[src/rtl/hedios_host.sv]
`timescale 1ns/1ps
// hedios_host: Hedios debug-protocol UART initiator. Takes one command at a
// time from local logic and serialises its 8N1 frame. For slot reads it then
// collects the four little-endian reply bytes and returns them as one word,
// or reports a timeout if the endpoint goes quiet.
module hedios_host #(
    parameter int CLK_RATE       = 100_000_000,
    parameter int BAUD_RATE      = 1_000_000,
    parameter int TIMEOUT_CYCLES = 50_000
) (
    input  logic        clk,
    input  logic        rst,
    input  logic        cmd_valid,
    output logic        cmd_ready,
    input  logic [1:0]  cmd_op,
    input  logic [5:0]  cmd_index,
    input  logic [31:0] cmd_param,
    output logic        rsp_valid,
    output logic [31:0] rsp_data,
    output logic        rsp_timeout,
    output logic        busy,
    output logic        tx_line,
    input  logic        rx_line
);
    localparam int CLKS_PER_BIT = CLK_RATE / BAUD_RATE;
    localparam int HALF_BIT     = CLKS_PER_BIT / 2;
    localparam int CNT_W        = $clog2(CLKS_PER_BIT + 1);
    localparam int TO_W         = $clog2(TIMEOUT_CYCLES + 1) + 1;

    localparam logic [CNT_W-1:0] BIT_LAST  = CNT_W'(CLKS_PER_BIT - 1);
    localparam logic [CNT_W-1:0] HALF_LAST = CNT_W'(HALF_BIT - 1);
    localparam logic [TO_W-1:0]  TO_LIMIT  = TO_W'(TIMEOUT_CYCLES);

    localparam logic [1:0] OP_VAR  = 2'b10;
    localparam logic [1:0] OP_READ = 2'b11;

    typedef enum logic [1:0] {S_IDLE, S_SEND_CMD, S_SEND_PARAM, S_WAIT_RSP} state_t;
    typedef enum logic [1:0] {R_HUNT, R_START, R_DATA, R_STOP} rx_state_t;

    state_t            state_reg, state_next;
    rx_state_t         rx_state_reg, rx_state_next;

    // Latched command
    logic [1:0]        op_reg;
    logic [31:0]       param_reg;
    logic [7:0]        param_bytes [4];

    // Transmitter
    logic              tx_active_reg;
    logic [9:0]        tx_shift_reg;
    logic [CNT_W-1:0]  tx_clk_cnt_reg;
    logic [3:0]        tx_bit_cnt_reg;
    logic [1:0]        param_cnt_reg;
    logic [1:0]        next_param_idx;
    logic              more_bytes;
    logic              tx_bit_end;
    logic              tx_byte_end;
    logic              accept;

    // Receiver
    logic              rx_meta_reg, rx_sync_reg, rx_prev_reg;
    logic [CNT_W-1:0]  rx_cnt_reg;
    logic [2:0]        rx_bit_reg;
    logic [7:0]        rx_shift_reg;
    logic [7:0]        rx_byte_reg;
    logic              rx_valid_reg;
    logic              rx_half, rx_full, rx_hunting;

    // Reply assembly and timeout
    logic [TO_W-1:0]   to_cnt_reg;
    logic [1:0]        rsp_cnt_reg;
    logic [23:0]       rsp_stage_reg;
    logic [31:0]       rsp_data_reg;
    logic              rsp_valid_reg;
    logic              rsp_last;
    logic              to_fire;

    genvar gi;
    generate
        for (gi = 0; gi < 4; gi++) begin : g_param_bytes
            assign param_bytes[gi] = param_reg[8*gi +: 8];
        end
    endgenerate

    assign accept         = cmd_valid && cmd_ready;
    assign tx_bit_end     = tx_active_reg && (tx_clk_cnt_reg == BIT_LAST);
    assign tx_byte_end    = tx_bit_end && (tx_bit_cnt_reg == 4'd9);
    assign next_param_idx = (state_reg == S_SEND_CMD) ? 2'd0 : param_cnt_reg + 2'd1;
    assign more_bytes     = ((state_reg == S_SEND_CMD) && (op_reg == OP_VAR)) ||
                            ((state_reg == S_SEND_PARAM) && (param_cnt_reg != 2'd3));
    assign tx_line        = tx_active_reg ? tx_shift_reg[0] : 1'b1;

    assign rsp_last       = (state_reg == S_WAIT_RSP) && rx_valid_reg && (rsp_cnt_reg == 2'd3);
    assign to_fire        = (state_reg == S_WAIT_RSP) && (to_cnt_reg == TO_LIMIT);
    assign rsp_valid      = rsp_valid_reg;
    assign rsp_data       = rsp_data_reg;

    // Command FSM state register
    always_ff @(posedge clk) begin
        if (rst) begin
            state_reg <= S_IDLE;
        end else begin
            state_reg <= state_next;
        end
    end

    // Command FSM next-state: each frame byte ends on its stop bit's last cycle
    always_comb begin
        state_next = state_reg;
        case (state_reg)
            S_IDLE: begin
                if (accept) state_next = S_SEND_CMD;
            end
            S_SEND_CMD: begin
                if (tx_byte_end) begin
                    case (op_reg)
                        OP_VAR:  state_next = S_SEND_PARAM;
                        OP_READ: state_next = S_WAIT_RSP;
                        default: state_next = S_IDLE;
                    endcase
                end
            end
            S_SEND_PARAM: begin
                if (tx_byte_end && (param_cnt_reg == 2'd3)) state_next = S_IDLE;
            end
            S_WAIT_RSP: begin
                if (rsp_last || to_fire) state_next = S_IDLE;
            end
            default: state_next = S_IDLE;
        endcase
    end

    // Command FSM outputs
    always_comb begin
        cmd_ready   = (state_reg == S_IDLE);
        busy        = (state_reg != S_IDLE);
        rsp_timeout = to_fire;
    end

    // Transmitter: 10-bit shift frame; the next byte loads on the stop bit's last cycle
    always_ff @(posedge clk) begin
        if (rst) begin
            op_reg         <= '0;
            param_reg      <= '0;
            tx_active_reg  <= 1'b0;
            tx_shift_reg   <= '1;
            tx_clk_cnt_reg <= '0;
            tx_bit_cnt_reg <= '0;
            param_cnt_reg  <= '0;
        end else if (accept) begin
            op_reg         <= cmd_op;
            param_reg      <= cmd_param;
            tx_active_reg  <= 1'b1;
            tx_shift_reg   <= {1'b1, cmd_op, cmd_index, 1'b0};
            tx_clk_cnt_reg <= '0;
            tx_bit_cnt_reg <= '0;
            param_cnt_reg  <= '0;
        end else if (tx_bit_end) begin
            tx_clk_cnt_reg <= '0;
            if (tx_bit_cnt_reg == 4'd9) begin
                tx_bit_cnt_reg <= '0;
                if (more_bytes) begin
                    tx_shift_reg  <= {1'b1, param_bytes[next_param_idx], 1'b0};
                    param_cnt_reg <= next_param_idx;
                end else begin
                    tx_active_reg <= 1'b0;
                    tx_shift_reg  <= '1;
                end
            end else begin
                tx_shift_reg   <= {1'b1, tx_shift_reg[9:1]};
                tx_bit_cnt_reg <= tx_bit_cnt_reg + 4'd1;
            end
        end else if (tx_active_reg) begin
            tx_clk_cnt_reg <= tx_clk_cnt_reg + CNT_W'(1);
        end
    end

    assign rx_half    = (rx_cnt_reg == HALF_LAST);
    assign rx_full    = (rx_cnt_reg == BIT_LAST);
    assign rx_hunting = (rx_state_reg == R_HUNT);

    // Receiver state register plus rx_line synchroniser
    always_ff @(posedge clk) begin
        if (rst) begin
            rx_state_reg <= R_HUNT;
            rx_meta_reg  <= 1'b1;
            rx_sync_reg  <= 1'b1;
            rx_prev_reg  <= 1'b1;
        end else begin
            rx_state_reg <= rx_state_next;
            rx_meta_reg  <= rx_line;
            rx_sync_reg  <= rx_meta_reg;
            rx_prev_reg  <= rx_sync_reg;
        end
    end

    // Receiver next-state: falling edge starts, mid-start re-check rejects glitches
    always_comb begin
        rx_state_next = rx_state_reg;
        case (rx_state_reg)
            R_HUNT:  if (rx_prev_reg && !rx_sync_reg) rx_state_next = R_START;
            R_START: if (rx_half) rx_state_next = rx_sync_reg ? R_HUNT : R_DATA;
            R_DATA:  if (rx_full && (rx_bit_reg == 3'd7)) rx_state_next = R_STOP;
            R_STOP:  if (rx_full) rx_state_next = R_HUNT;
            default: rx_state_next = R_HUNT;
        endcase
    end

    // Receiver datapath: bit-centre sampling, byte strobe only on a good stop bit
    always_ff @(posedge clk) begin
        if (rst) begin
            rx_cnt_reg   <= '0;
            rx_bit_reg   <= '0;
            rx_shift_reg <= '0;
            rx_byte_reg  <= '0;
            rx_valid_reg <= 1'b0;
        end else begin
            rx_valid_reg <= 1'b0;
            case (rx_state_reg)
                R_HUNT: begin
                    rx_cnt_reg <= '0;
                end
                R_START: begin
                    if (rx_half) begin
                        rx_cnt_reg <= '0;
                        rx_bit_reg <= '0;
                    end else begin
                        rx_cnt_reg <= rx_cnt_reg + CNT_W'(1);
                    end
                end
                R_DATA: begin
                    if (rx_full) begin
                        rx_cnt_reg   <= '0;
                        rx_shift_reg <= {rx_sync_reg, rx_shift_reg[7:1]};
                        rx_bit_reg   <= rx_bit_reg + 3'd1;
                    end else begin
                        rx_cnt_reg <= rx_cnt_reg + CNT_W'(1);
                    end
                end
                R_STOP: begin
                    if (rx_full) begin
                        rx_cnt_reg <= '0;
                        if (rx_sync_reg) begin
                            rx_byte_reg  <= rx_shift_reg;
                            rx_valid_reg <= 1'b1;
                        end
                    end else begin
                        rx_cnt_reg <= rx_cnt_reg + CNT_W'(1);
                    end
                end
                default: rx_cnt_reg <= '0;
            endcase
        end
    end

    // Reply assembly and idle timeout; only bytes arriving in WAIT_RSP count
    always_ff @(posedge clk) begin
        if (rst) begin
            to_cnt_reg    <= '0;
            rsp_cnt_reg   <= '0;
            rsp_stage_reg <= '0;
            rsp_data_reg  <= '0;
            rsp_valid_reg <= 1'b0;
        end else begin
            rsp_valid_reg <= 1'b0;
            if (state_reg != S_WAIT_RSP) begin
                to_cnt_reg  <= '0;
                rsp_cnt_reg <= '0;
            end else if (rx_valid_reg) begin
                to_cnt_reg <= '0;
                if (rsp_cnt_reg == 2'd3) begin
                    rsp_data_reg  <= {rx_byte_reg, rsp_stage_reg};
                    rsp_valid_reg <= 1'b1;
                end else begin
                    case (rsp_cnt_reg)
                        2'd0:    rsp_stage_reg[7:0]   <= rx_byte_reg;
                        2'd1:    rsp_stage_reg[15:8]  <= rx_byte_reg;
                        default: rsp_stage_reg[23:16] <= rx_byte_reg;
                    endcase
                    rsp_cnt_reg <= rsp_cnt_reg + 2'd1;
                end
            end else if (rx_hunting && (to_cnt_reg != TO_LIMIT)) begin
                to_cnt_reg <= to_cnt_reg + TO_W'(1);
            end
        end
    end

endmodule

[config.mk]
export PLATFORM = sky130hd
export DESIGN_NAME = hedios_host
export DESIGN_NICKNAME = d
export VERILOG_FILES = /design/src/rtl/hedios_host.sv
export SDC_FILE = /design/constraint.sdc
export NUM_CORES = 1
export LEC_CHECK = 0
export CAP_MARGIN = 20
export CORE_MARGIN = 2
export CORE_UTILIZATION = 40
export DETAILED_ROUTE_END_ITERATION = 7
export DONT_BUFFER_PORTS = 1
export PLACE_DENSITY = 0.59
export SLEW_MARGIN = 20
export SYNTH_ARGS = -nofsm -noshare
export SYNTH_HDL_FRONTEND = slang
export SYNTH_SLANG_ARGS = --single-unit
[constraint.sdc]
create_clock -name clk -period 4.15 [get_ports clk]
set_input_delay 0.83 -clock clk [delete_from_list [all_inputs] [get_ports clk]]
set_output_delay 0.83 -clock clk [all_outputs]
set_load 0.03 [all_outputs]
After elaboration in Yosys (flattened, before gate mapping)
Index checks and enable logic that the tools add are counted.

operators by class
  equality and inequality tests = 30
  mux-type cells = 34
  add/sub/neg operators = 7
  order comparisons = 1
  reduce and logical (&&, ||, !) cells = 42
  bitwise operators = 7

operator list
  operator                                                  count
  2-to-1 mux 9 bit                                          4
  one-hot mux 7 bit (3 select lines)                        1
  2-to-1 mux 2 bit                                          10
  AND reduction 4 bit                                       5
  adder 17 x 1 -> 17 bit (second input constant)            1
  == test 17 x 16 -> 1 bit (second input constant)          1
  inequality test 17 x 16 -> 1 bit (second input constant)  1
  binary-select mux 8 bit (select 2 bit)                    1
  == test 2 bit (second input constant)                     8
  2-to-1 mux 8 bit                                          2
  one-hot mux 2 bit (4 select lines)                        2
  AND reduction 3 bit                                       5
  adder 7 x 1 -> 7 bit (second input constant)              2
  == test 7 bit (second input constant)                     2
  2-to-1 mux 7 bit                                          2
  inequality test 2 bit (second input constant)             7
  logical AND 1 bit                                         12
  OR reduction 3 bit                                        4
  inequality test 2 x 1 -> 1 bit (second input constant)    5
  nonzero test 2 bit                                        4
  OR reduction 2 bit                                        4
  == test 7 x 6 -> 1 bit (second input constant)            1
  2-to-1 mux 1 bit                                          7
  == test 2 x 1 -> 1 bit (second input constant)            3
  other kinds (16)                                          27

storage, ports and cells
  flip-flop bits (word level) = 168
  output and inout bits = 37
  word-level logic and storage cells = 146
  bits of input ports = 44

Depth between registers and ports, before layout
Gate-level depths: netlist of the first run.

  depth in word-level cells = 10
  mapped depth = 8
  depth with buffers taken out = 7

Worst setup path after synthesis of the first run
OpenSTA, ideal clock, no wires.

  path kind = reg2out
  start = register to_cnt_reg[0]
  end = output rsp_timeout
  data arrival time = 1.433 ns
  path buffers = 0
  data required time = 3.320 ns
  stages on the path, launching flop included = 6
  slack = 1.887 ns
  cells stage by stage = dfxtp_1 -> inv_1 -> ha_1 -> nor4b_1 -> nand4_1 -> nor2_1

between the ends
  cells in the longest elaborated chain, start to end = 2

RTL lines
  item                      line  text
  start, declared           70    logic [TO_W-1:0] to_cnt_reg;
  start signal, assigned    283   to_cnt_reg <= to_cnt_reg + TO_W'(1);
  == test 17 x 16 -> 1 bit  94    assign to_fire = (state_reg == S_WAIT_RSP) && (to_cnt_reg == TO_LIMIT);
  logical AND 1 bit         94
  end, declared             20    output logic rsp_timeout,

Every way passes these cells.

Worst setup path in the final report of the first run
Ends and elaborated chain as after synthesis.

==> impl_metrics.ini, run 1 <==
[worst_setup_path]
crit_fanout = 4
critical_path_required_ps = 3320
r2r_cells = 5
crit_type = reg -> out
rr_endpoint = tx_shift_reg[7]
worstSetupStartpointType = flop
rr_startpoint = tx_bit_cnt_reg[3]
reg2reg_slack_ps = 1910
worstSetupEndpointType = output pin
crit_arrival_ps = 2100

[power_and_ir_drop]
power_density_nw_per_um2 = 447.5
p_leak_nw = 2.638
p_seq_share_pct = 49.4
switching_share_pct = 26.03
p_int_mw = 2.508
p_sw_uw = 882.4
pwr-share-clk_pct = 45.8
ir_drop_uv = 317.6
combPwrFrac_pct = 4.8

[final_layout]
layout_common_cells = nand2_1 (177), dfxtp_1 (167), a21oi_1 (110)
diodes = 0
syn_to_final_growth_pct = 10.39
drive_gt1_share_pct = 7.826
nNetsFinal = 847
layout_commonest_cell = nand2_1
fillCellCount = 1690

[hold_path]
hold_class = reg -> reg
whs_endpoint = rx_sync_reg
min-delay-start = rx_meta_reg
holdPathStages = 1

[die]
die_area_um2 = 18220
die_x_um = 135.0
die_h_um = 135.0
start_util_pct = 41.09
num_rows = 47
io_pins = 81
core_area_um2 = 16700

[drt]
route.layer.met1.wl_mm = 7.041
drtIter0Drc = 313
wl_met2_mm = 6.765
wirelength_mm = 14.75
dr.max_layer_used = met4
dr_wl_met3_um = 768
vias = 5313
drtAntennaViolNets = 0
wire_per_inst_um = 14.39
drc_errors = 0
routed_via_density = 5.183
dr.pass1.iters = 5

[placement]
gp_congestion = 0.7794
post-place-ws_ps = 1672
portBuffers = 0
place_hpwl_mm = 9.534

[global_routing]
grt_usage_pct = 16.79
antenna_found_initial = 0
grt_pass1_wl_mm = 24.36
grt_max_degree = 135
grt_pass1_vias = 4862
grt_overflow_total = 0

[yosys]
syn-cell-area_um2 = 6863
ys_warn_count = 0
synth_ff_type = dfxtp_1
ys_ff_latch = 167
synth_edf_count = 0
ys_types = 56
synthCells = 816
avgSynthCellArea_um2 = 8.410
seq_area_frac_synth_pct = 48.71
postSynth.asyncResetShare_pct = 0
syn-num-nets = 871

[timing]
period_minus_slack_ps = 2931
hold_viol_final = 0
rsz0062_at_grt = no
post-route-worst-setup-slack_ps = 1219
final_max_slew_viol_count = 0
slew_headroom_pct = 38.73
finalCritPeriodShare_pct = 70.63
fmaxAchievable_mhz = 341.2
finClkSkew_ps = 11.41
setup_viol = 0
tightest_slew_ps = 915.1
finalSetupTns_ps = 0
fin_hold_ws_ps = 416.2

[clocking]
cts_tree = done
hold_buffers = 0
clkTransAtPathRegs_ps = 70
cts_buffers = 17
post-cts-setup-buffer-count = 0
cts.sinks = 167
cts_root_buffer = clkbuf_16
clkLatencyLatePin_ps = 440
cts_max_level = 4
clock_path_buffers = 2
post_cts_resized = 0

[status]
status = finished, final reports clean

[job]
drv_cap = 0
[how the worst max path moves through the flow]
stage	startpoint	endpoint	slack [ps]	cells after the start
global placement	to_cnt_reg[0]	rsp_timeout	1720	5
CTS	to_cnt_reg[0]	rsp_timeout	1180	5
floorplan	to_cnt_reg[0]	rsp_timeout	1890	5
global route	to_cnt_reg[0]	rsp_timeout	1000	5
finish	to_cnt_reg[0]	rsp_timeout	1220	5
detailed placement	to_cnt_reg[0]	rsp_timeout	1670	5
[worst max-delay path, stage by stage, from the launching register on]
cell	delay, ps
dfxtp_1	350
inv_1	70
ha_1	130
nor4b_1	410
nand4_1	200
nor2_1	510
[area by class of cell]
cell class	count	area (um2)	share of cell area (%)
clock buffers	17	425.4	5.615
clock inverters	15	158.9	2.097
inverters	13	48.80	0.6441
multi-input cells	587	3279	43.29
flip-flops and latches	167	3343	44.13
well taps	220	275.3	3.633
repair buffers	6	45.04	0.5945
[through the flow]
stage	total power [mW]	cell area, um2	util, %	cells
3_3_place_gp	1.873	6992	41.86	993
4_1_cts	3.435	7576	45.36	1025
2_1_floorplan	1.852	6863	-	816
6_report	3.390	7576	45.36	1025
5_1_grt	3.523	7576	45.36	1025
3_5_place_dp	1.874	6992	41.86	993
[logic make-up (layout without fill, tap and decap cells)]
| logic type | Yosys count | in the layout | share of synthesized area [%] |
|---|---|---|---|
| DFF | 167 | 167 | 48.71 |
| buffers and inverters | 62 | 51 | 3.719 |
| xor gates and xnor gates | 31 | 31 | 3.956 |
| muxes | 35 | 35 | 5.214 |
| adders and majority gates | 11 | 11 | 2.005 |
| AOI/OAI and AO/OA | 146 | 146 | 11.98 |
| and+or+nand+nor | 364 | 364 | 24.41 |
[power by group through the flow]
stage / combinational (mW) / clock, mW / sequential [mW]
finish: 0.161 / 1.55 / 1.67
global route: 0.182 / 1.66 / 1.68
CTS: 0.164 / 1.60 / 1.67
detailed placement: 0.163 / 0 / 1.71
global placement: 0.162 / 0 / 1.71
floorplan: 0.158 / 0 / 1.69
[layer usage]
layer	GRT usage, %	vias to the layer above
met5	0	-
met4	5.556	0
met3	5.105	13
met2	25.52	107
met1	22.80	2471
li1	-	2722
[Yosys cell counts, types with 2 or more instances]
master    number  share of area [%]
nand3_1       38                2.8
nor4_1         2               0.18
xnor2_1       18                2.3
nor2b_1        5               0.46
nand4_1       11                1.0
a21oi_1      110                8.0
o21ai_0        7               0.51
mux2_2         6               0.98
nand3b_1       3               0.33
dfxtp_1      167                 49
nor3_1         7               0.51
o22ai_1        8               0.73
a221oi_1       3               0.38
and4_1         3               0.38
nand4b_1       2               0.26
nand2b_1       6               0.55
mux2i_1       29                4.2
buf_2          9               0.66
ha_1          11                2.0
or2_2          6               0.55
clkbuf_1      38                2.1
inv_1         13               0.71
o221ai_1       8                1.0
a31oi_1        2               0.18
nor4b_1        4               0.51
xor2_1        13                1.7
nand2_1      177                9.7
nor2_1        82                4.5
(Power assumes the default switching activity.)
==> inputs of run 2 (changes only) <==
==> constraint.sdc (replaced) <==
create_clock -name clk -period 2.95 [get_ports clk]
set_input_delay 0.59 -clock clk [delete_from_list [all_inputs] [get_ports clk]]
set_output_delay 0.59 -clock clk [all_outputs]
set_load 0.03 [all_outputs]
==> run 2 against run 1 <==
Flip-flop and latch count unchanged. Core utilization increased by 0.43 points. Clock power increased by 50%. Global-route usage about the same. Final cell count increased by 0.29%. Power increased by 45%. Via count decreased by 0.26%.
==> impl_metrics.ini, run 2 (synthesis results as in run 1) <==
[status]
status = finished, final reports clean

[clocking]
post_cts_resized = 0
cts_buffers = 17
cts.sinks = 167
cts_tree = done
cts_max_level = 4
clkLatencyLatePin_ps = 430
clock_path_buffers = 2
clkTransAtPathRegs_ps = 70
cts_root_buffer = clkbuf_16
post-cts-setup-buffer-count = 0
hold_buffers = 0

[power_and_ir_drop]
combPwrFrac_pct = 4.8
p_seq_share_pct = 48.0
total_power_mw = 4.905
p_leak_nw = 2.680
switching_share_pct = 23.52
p_int_mw = 3.751
ir_drop_uv = 489.5
p_sw_mw = 1.154
pwr-share-clk_pct = 47.2
power_density_nw_per_um2 = 641.4

[global_routing]
grt_pass1_wl_mm = 24.41
grt_max_degree = 135
antenna_found_initial = 0
grt_pass1_vias = 4888
grt_usage_pct = 16.75
grt_overflow_total = 0

[worst_setup_path]
worstSetupEndpoint = rsp_timeout
path_cells = inv_1, ha_1, nor4b_1, nand4_1, nor2_1, buf_4
crit_fanout = 4
r2r_cells = 6
critical_path_required_ps = 2360
startpoint = to_cnt_reg[0]
crit_arrival_ps = 2060
rr_startpoint = param_cnt_reg[0]
reg2reg_slack_ps = 630
cp_slowest_cell = nor4b_1
slowest_delay_ps = 430
crit_type = reg -> out
rr_endpoint = tx_shift_reg[3]
worstSetupStartpointType = flop
worstSetupEndpointType = output pin

[timing]
hold_viol_final = 0
fmaxAchievable_mhz = 376.8
finClkSkew_ps = 10.99
setup_viol = 0
finalSetupTns_ps = 0
final_max_slew_viol_count = 0
slew_headroom_pct = 48.18
rsz0062_at_grt = no
period_minus_slack_ps = 2654
tightest_slew_ps = 774.5
finalCritPeriodShare_pct = 89.96

[final_layout]
nNetsFinal = 850
diodes = 0
layout_common_cells = nand2_1 (177), dfxtp_1 (167), a21oi_1 (110)
layout_commonest_cell = nand2_1
fin_cells = 1028
drive_gt1_share_pct = 8.168
syn_to_final_growth_pct = 11.43
fillCellCount = 1664

[placement]
gp_congestion = 0.7585
dp_cells = 996
portBuffers = 0
place_hpwl_mm = 9.625

[drt]
drc_errors = 0
drtAntennaViolNets = 0
wirelength_mm = 14.90
routed_via_density = 5.155
vias = 5299
drtIter0Drc = 315
wire_per_inst_um = 14.50
dr.pass1.iters = 4

[die]
die_x_um = 135.0
num_rows = 47
io_pins = 81
start_util_pct = 41.09
core_area_um2 = 16700
die_h_um = 135.0
die_area_um2 = 18220

[job]
drv_cap = 0

[hold_path]
hold_class = in -> reg
-- run 2: per-layer routing --
layer	global-route usage, %	routed length (um)
met1	22.99	7329
met2	25.30	6734
met3	4.917	726
met4	5.556	114
met5	0	0
-- run 2: worst max-delay path, delay by kind of cell (launching register included) --
family                   cells  cell delay [ps]
adder cells (fa/ha/maj)      1              140
buffers and inverters        2              270
flip-flops                   1              340
AND/OR/NAND/NOR              3              890
-- run 2: how the worst min path moves through the flow --
stage | start | end | slack (ps) | cells past startpoint
5_1_grt | rst | rsp_data[31] | 210 | 1
4_1_cts | rst | rsp_data[21] | 210 | 1
2_1_floorplan | rx_meta_reg | rx_sync_reg | 390 | 1
3_3_place_gp | rx_meta_reg | rx_sync_reg | 400 | 1
3_5_place_dp | rx_meta_reg | rx_sync_reg | 400 | 1
6_report | rst | rsp_data[31] | 230 | 1
-- run 2: through the flow --
step                setup slack, ps  area (um2)  hold WS, ps  util [%]
floorplan                     927.0        6863        389.5         -
detailed placement            669.9        7027        399.8     42.07
global route                  107.5        7647        213.7     45.79
finish                        296.1        7647        232.9     45.79
global placement              685.9        7027        402.6     42.07
CTS                           215.6        7647        213.1     45.79
-- run 2: cell type report --
class | count | area [um2] | area share, %
Tap cell | 220 | 275.3 | 3.599
Inverter | 13 | 48.80 | 0.6381
Clock buffer | 17 | 425.4 | 5.563
Sequential cell | 167 | 3343 | 43.72
Clock inverter | 15 | 195.2 | 2.552
Timing Repair Buffer | 9 | 80.08 | 1.047
Multi-Input combinational cell | 587 | 3279 | 42.88
-- run 2: power groups by stage --
| stage | logic [mW] | registers, mW | clock network [mW] |
|---|---|---|---|
| after floorplan | 0.222 | 2.38 | 0 |
| after global placement | 0.233 | 2.40 | 0 |
| after detailed placement | 0.234 | 2.41 | 0 |
| after CTS | 0.235 | 2.35 | 2.37 |
| after global routing | 0.264 | 2.36 | 2.46 |
| final | 0.234 | 2.36 | 2.32 |
==> inputs of run 3 (changes only) <==
==> constraint.sdc (replaced) <==
create_clock -name clk -period 3.01 [get_ports clk]
set_input_delay 0.602 -clock clk [delete_from_list [all_inputs] [get_ports clk]]
set_output_delay 0.602 -clock clk [all_outputs]
set_load 0.03 [all_outputs]
==> run 3 against run 2 <==
Sequential share of layout area is 0.30 points higher. Final cell count rose by 0.19%. Non-clock buffer count grew 2. Critical path depth unchanged. Worst hold slack better by 13 ps. Power is 6.6% lower. Clock skew is 1.5 ps lower. Via count shrank 0.43%. Largest power group unchanged.
==> impl_metrics.ini, run 3 (synthesis results as in run 1) <==
[die]
num_rows = 47
die_h_um = 135.0
start_util_pct = 41.09
core_area_um2 = 16700
io_pins = 81
die_x_um = 135.0
die_area_um2 = 18220

[global_routing]
antenna_found_initial = 0
grt_max_degree = 135
grt_usage_pct = 16.76
grt_overflow_total = 0
grt_pass1_vias = 5005
grt_pass1_wl_mm = 24.70

[worst_setup_path]
crit_fanout = 4
cp_top_family = simple AND/OR/NAND/NOR gates
worstSetupStartpointType = flop
crit_type = reg -> out
rr_startpoint = param_cnt_reg[0]
slowest_delay_ps = 390
rr_endpoint = tx_shift_reg[4]
reg2reg_slack_ps = 730
crit_arrival_ps = 2010
critical_path_required_ps = 2410
path_buf_inv = 2
worstSetupEndpointType = output pin
r2r_cells = 6
cp_slowest_cell = nor4b_1
path_cells = inv_1, ha_1, nor4b_1, nand4_1, nor2_1, buf_4

[timing]
fin_hold_ws_ps = 246.2
finalCritPeriodShare_pct = 86.70
final_max_slew_viol_count = 0
tightest_slew_ps = 748.0
finalSetupTns_ps = 0
period_minus_slack_ps = 2610
slew_headroom_pct = 49.95
fmaxAchievable_mhz = 383.2
finClkSkew_ps = 9.532
post-route-worst-setup-slack_ps = 400.2
setup_viol = 0
rsz0062_at_grt = no
hold_viol_final = 0

[clocking]
cts.sinks = 167
cts_tree = done
cts_root_buffer = clkbuf_16
post_cts_resized = 0
hold_buffers = 0
clkLatencyLatePin_ps = 420
clock_path_buffers = 2
post-cts-setup-buffer-count = 0
cts_buffers = 17
clkTransAtPathRegs_ps = 70
cts_max_level = 4

[placement]
place_hpwl_mm = 9.742
gp_congestion = 0.7472
post-place-ws_ps = 746.4
post_dp_cell_area_um2 = 7042
portBuffers = 0

[final_layout]
layout_common_cells = nand2_1 (177), dfxtp_1 (167), a21oi_1 (110)
fin_area_um2 = 7595
fillCellCount = 1696
syn_to_final_growth_pct = 10.67
drive_gt1_share_pct = 8.395
ff_latch_area_um2 = 3343
multi_input_area_um2 = 3279
diodes = 0
nNetsFinal = 852
layout_commonest_cell = nand2_1

[drt]
drtAntennaViolNets = 0
dr.pass1.iters = 4
wirelength_mm = 14.80
vias = 5276
routed_via_density = 5.122
drtIter0Drc = 350
wire_per_inst_um = 14.37
drc_errors = 0

[power_and_ir_drop]
p_leak_nw = 2.660
total_power_mw = 4.579
power_density_nw_per_um2 = 603.0
ir_drop_uv = 440.2

[status]
status = finished, final reports clean

[hold_path]
whs_endpoint = rsp_data[22]
min-delay-start = rst
hold_class = in -> reg
holdPathStages = 1

[job]
drv_cap = 0
run 3: cell count changes in the layout (fill, tap and decap cells not counted), sizes merged:
cell / before / now
inv: 17 / 20
clkinvlp: 2 / 3
bufinv: 3 / 0
buf: 9 / 11
clkbuf: 17 / 18
clkinv: 6 / 4
run 3: layer usage:
metal / wire (um) / global-route usage [%] / part of all wire [%]
met1: 7182 / 22.64 / 49
met2: 6855 / 26.23 / 46
met3: 663 / 4.917 / 4.5
met4: 102 / 4.572 / 0.69
met5: 0 / 0 / 0
run 3: where the power goes:
part	internal, mW	switching (mW)
clock	1.10	0.940
combinational	0.0890	0.147
sequential	2.27	0.0410
total	3.45	1.13
run 3: cell type report:
class	count	share of cell area, %
Clock buffer	18	5.783
Sequential cell	167	44.02
Multi-Input combinational cell	587	43.18
Inverter	13	0.6425
Timing Repair Buffer	11	1.252
Clock inverter	14	1.499
Tap cell	220	3.624
run 3: stage by stage:
| step | utilization (%) | cells |
|---|---|---|
| 2_1_floorplan | - | 816 |
| 3_3_place_gp | 42.16 | 998 |
| 3_5_place_dp | 42.16 | 998 |
| 4_1_cts | 45.48 | 1030 |
| 5_1_grt | 45.48 | 1030 |
| 6_report | 45.48 | 1030 |
run 3: worst reg2reg max path, delay by kind of cell (launching register included):
family | cells | cell delay, ps
fa+ha+maj | 1 | 580
flops | 1 | 580
simple gates | 1 | 100
compound gates | 3 | 490
mux | 1 | 420
run 3: how the worst max path moves through the flow:
stage / from / to / slack (ps) / cells after the start
global route: to_cnt_reg[0] / rsp_timeout / 210 / 6
global placement: param_cnt_reg[0] / tx_shift_reg[4] / 720 / 6
finish: to_cnt_reg[0] / rsp_timeout / 400 / 6
floorplan: to_cnt_reg[0] / rsp_timeout / 970 / 5
detailed placement: param_cnt_reg[0] / tx_shift_reg[4] / 750 / 6
CTS: to_cnt_reg[0] / rsp_timeout / 280 / 6
